--- config.mk ---
export PLATFORM = sky130hd
export DESIGN_NAME = counter_updown_mod
export DESIGN_NICKNAME = d
export VERILOG_FILES = /design/src/rtl/counter_updown_mod.sv
export SDC_FILE = /design/constraint.sdc
export NUM_CORES = 1
export LEC_CHECK = 0
export CAP_MARGIN = 10
export CORE_AREA = 3 3 40 42
export CTS_CLUSTER_SIZE = 30
export DETAILED_ROUTE_END_ITERATION = 12
export DIE_AREA = 0 0 43 45
export PLACE_DENSITY = 0.58
export REMOVE_ABC_BUFFERS = 1
export SLEW_MARGIN = 20
export SYNTH_ARGS = -nofsm -noshare
export SYNTH_HDL_FRONTEND = slang
export SYNTH_SLANG_ARGS = --single-unit
export TNS_END_PERCENT = 100
--- constraint.sdc ---
create_clock -name clk -period 2 [get_ports clk]
set_input_delay 0.6 -clock clk [delete_from_list [all_inputs] [get_ports clk]]
set_output_delay 0.6 -clock clk [all_outputs]
set_load 0.005 [all_outputs]
--- src/rtl/counter_updown_mod.sv ---
// Parametrised up/down modulo counter with synchronous load, soft clear,
// terminal-count flag and a registered rollover pulse for cascading stages.
module counter_updown_mod #(
  parameter int BITS     = 4,
  parameter int MOD      = 2**BITS,
  parameter int INIT     = 0,
  parameter int SATURATE = 0
) (
  input  logic            clk,
  input  logic            r,
  input  logic            en,
  input  logic            up,
  input  logic            clr,
  input  logic            load,
  input  logic [BITS-1:0] load_val,
  output logic [BITS-1:0] state,
  output logic            tc,
  output logic            rollover
);

  localparam logic [BITS-1:0] MAX_C  = BITS'(MOD - 1);
  localparam logic [BITS-1:0] INIT_C = BITS'(INIT);
  localparam logic [BITS-1:0] ZERO_C = BITS'(0);
  localparam logic [BITS-1:0] ONE_C  = BITS'(1);
  localparam logic            SAT_C  = (SATURATE != 0);

  logic [BITS-1:0] state_q, state_d;
  logic            roll_q, roll_d;

  // Next-state selection: clr > load > en; reset is applied in the register block.
  always_comb begin
    state_d = state_q;
    roll_d  = 1'b0;
    if (clr) begin
      state_d = ZERO_C;
    end else if (load) begin
      state_d = (load_val > MAX_C) ? MAX_C : load_val;
    end else if (en) begin
      if (up) begin
        // Compare before incrementing so the sum never leaves BITS; out-of-range acts as the top.
        if (state_q >= MAX_C) begin
          if (SAT_C) begin
            state_d = MAX_C;
          end else begin
            state_d = ZERO_C;
            roll_d  = 1'b1;
          end
        end else begin
          state_d = state_q + ONE_C;
        end
      end else begin
        if (state_q == ZERO_C) begin
          if (SAT_C) begin
            state_d = ZERO_C;
          end else begin
            state_d = MAX_C;
            roll_d  = 1'b1;
          end
        end else if (state_q > MAX_C) begin
          state_d = MAX_C;
        end else begin
          state_d = state_q - ONE_C;
        end
      end
    end else begin
      state_d = state_q;
    end
  end

  // Count and rollover registers with synchronous reset.
  always_ff @(posedge clk) begin
    if (r) begin
      state_q <= INIT_C;
      roll_q  <= 1'b0;
    end else begin
      state_q <= state_d;
      roll_q  <= roll_d;
    end
  end

  assign state    = state_q;
  assign rollover = roll_q;
  assign tc       = (up && (state_q == MAX_C)) || (!up && (state_q == ZERO_C));

endmodule

==> flow_summary.toml <==
[placed_design]
dp.final_hpwl_um = 891.1
placed_area_sq_um = 629.4
place.gp.congestion = 0.8076
io_buffers = 15

[floorplan]
core_sq_um = 1285
rows = 13
fp.dieH_um = 45
die_area_sq_um = 1935
start_util = 0.3096
io_pins = 16
fp.dieW_um = 43

[drt]
wl_met3_um = 105
route.met2.wl_um = 588
wl_um = 1137
wl_met1_um = 444
top_layer_used = "met3"
vias = 456
vias_per_cell = 4.851
drt_pass1_iterations = 4
wl_per_cell_um = 12.10
ant_nets = 0
drt_iter0_drc = 10
drc = 0

[timing]
slew-limit-headroom = 0.8383
period_share = 0.9683
rsz0062_at_grt = "no"
final_max_slew_viol_count = 0
fmax_mhz = 516.4
whs_ns = 0.7025
setup_viol = 0
finClkSkew_ns = 0.005157
hold_violations = 0
period_needed_ns = 1.937
tightest_slew_ns = 0.2416

[status]
status = "finished clean"

[cts]
clockBufferDepth = 2
cts.clk_slew.worst_paths_ns = 0.05
htree_levels = 1
cts_buffers = 3
cts_tree = "built"
clock_latency_ns = 0.24
cts_sinks = 5
cts_hold_repair.buffers = 0
cts-root-buf = "clkbuf_4"

[layout]
stdcell_area_sq_um = 700.7
final_nets = 92
fill_cells = 123
layout_commonest_cell = "buf_4"
antenna_cells = 0
syn_to_final_growth_pct = 76.10
final_cell_mix = "16 x buf_4, 13 x clkdlybuf4s50_1, 5 x nand2_1, 5 x dfxtp_1"
layout-drive-gt1-share = 0.3165

[power]
power_leakage_nw = 0.2992
p_per_area_nw_per_um2 = 483.7
power_uw = 338.9
irDropWorstVdd_mv = 0.3234

[setup_path]
cp.arrival_ns = 1.34
worstSetupStartpointType = "register"
required_ns = 1.40
critPathKind = "reg2out"
crit_fanout = 8
critPathCaptureType = "output port"

[synth]
syn_inst = 47
ys_ff_latch = 5
yosys_warnings = 0
synth_area_sq_um = 397.9
yosys.cell_types.count = 29
syn_avg_cell_area_sq_um = 8.466
synth_seq_area_share = 0.2516

[grt]
grt_pass1_vias = 442
globalRouteTotalUtil = 0.1292
grt_overflow = 0
antenna_found_initial = 0
grt_first_pass_wirelength_um = 1814
grt_max_degree = 9

[worst_hold_path]
hold_class = "reg2reg"

[run]
max-cap-violations = 0
## synth_stat cells (all sizes together)
cell type  count  share of area
mux2           1          0.028
nor2           2          0.019
nor4b          1          0.038
a22oi          1          0.019
xnor2          2          0.044
inv            4          0.038
ha             2          0.063
a31oi          1          0.016
o21ai          4          0.050
and2           1          0.016
a21oi          1          0.013
o211ai         1          0.019
nor3           1          0.013
a311oi         1          0.022
xor2           1          0.022
a2111oi        1          0.038
or4            1          0.019
mux2i          1          0.025
dfxtp          5           0.25
nand4          1          0.016
o2111ai        1          0.022
nand4b         1          0.022
and4           1          0.022
a21boi         1          0.019
or3            1          0.016
nand2b         1          0.016
buf            3          0.069
nand2          5          0.047
## where the power goes
part           internal, mW  total, mW  switching [mW]
Sequential            0.104      0.109         0.00437
Combinational        0.0715      0.113          0.0420
Clock                0.0754      0.117          0.0411
## area by class of cell
class	count	area (sq um)	share of cell area
multi-input cells	35	274.0	0.3911
repair buffers	31	266.5	0.3804
flip-flops and latches	5	100.1	0.1429
clock buffers	4	26.28	0.03750
well taps	15	18.77	0.02679
inverters	4	15.01	0.02143
## critical path, cell delays in order (launching register included)
cell and delay, ns:
dfxtp_1 0.40, buf_4 0.19, clkdlybuf4s50_1 0.50
## routing by layer
layer	track usage	up-vias
met5	0	-
met4	0.01807	0
met3	0.07570	0
met2	0.2335	17
met1	0.1329	204
li1	-	235
## path summary, 6_finish.rpt
check	from	endpoint	slack, ns	cells after the start
worst min register to register	state[3]$_SDFFE_PP0P_	state[3]$_SDFFE_PP0P_	0.70	3
worst max-delay path	state[2]$_SDFFE_PP0P_	state[2]	0.06	2
worst max register to register	state[0]$_SDFFE_PP0P_	state[3]$_SDFFE_PP0P_	0.22	10
worst min-delay path	state[3]$_SDFFE_PP0P_	state[3]$_SDFFE_PP0P_	0.70	3
## cell families after synthesis
| logic type | count (synthesis) | synth area share |
|---|---|---|
| adders and majority gates | 2 | 0.06288 |
| DFF | 5 | 0.2516 |
| and+or+nand+nor | 16 | 0.2422 |
| xor gates and xnor gates | 3 | 0.06605 |
| AOI/OAI and AO/OA | 12 | 0.2170 |
| buffers and inverters | 7 | 0.1069 |
| muxes | 2 | 0.05346 |
## timing repair
item | in CTS | in global routing
setup buffers | 4 | 0
endpoints found under the setup margin | 1 | 1
gates cloned | 0 | 0
pin swaps | 1 | 1
resized for setup | 7 | 3
## sequential cells by signal, summed over array words and instances, names as in the netlist
register,count
rollover,1
state,4
## stage by stage
stage / instances / TNS [ns] / setup slack [ns] / utilization
6_report: 94 / 0 / 0.06333 / 0.5453
3_3_place_gp: 86 / -0.7628 / -0.5481 / 0.4898
5_1_grt: 94 / 0 / 0.02493 / 0.5453
2_1_floorplan: 44 / 0 / 0.3825 / -
3_5_place_dp: 86 / -0.7799 / -0.5679 / 0.4898
4_1_cts: 94 / 0 / 0.03007 / 0.5307
No activity file was read; power rests on OpenSTA's default activity.
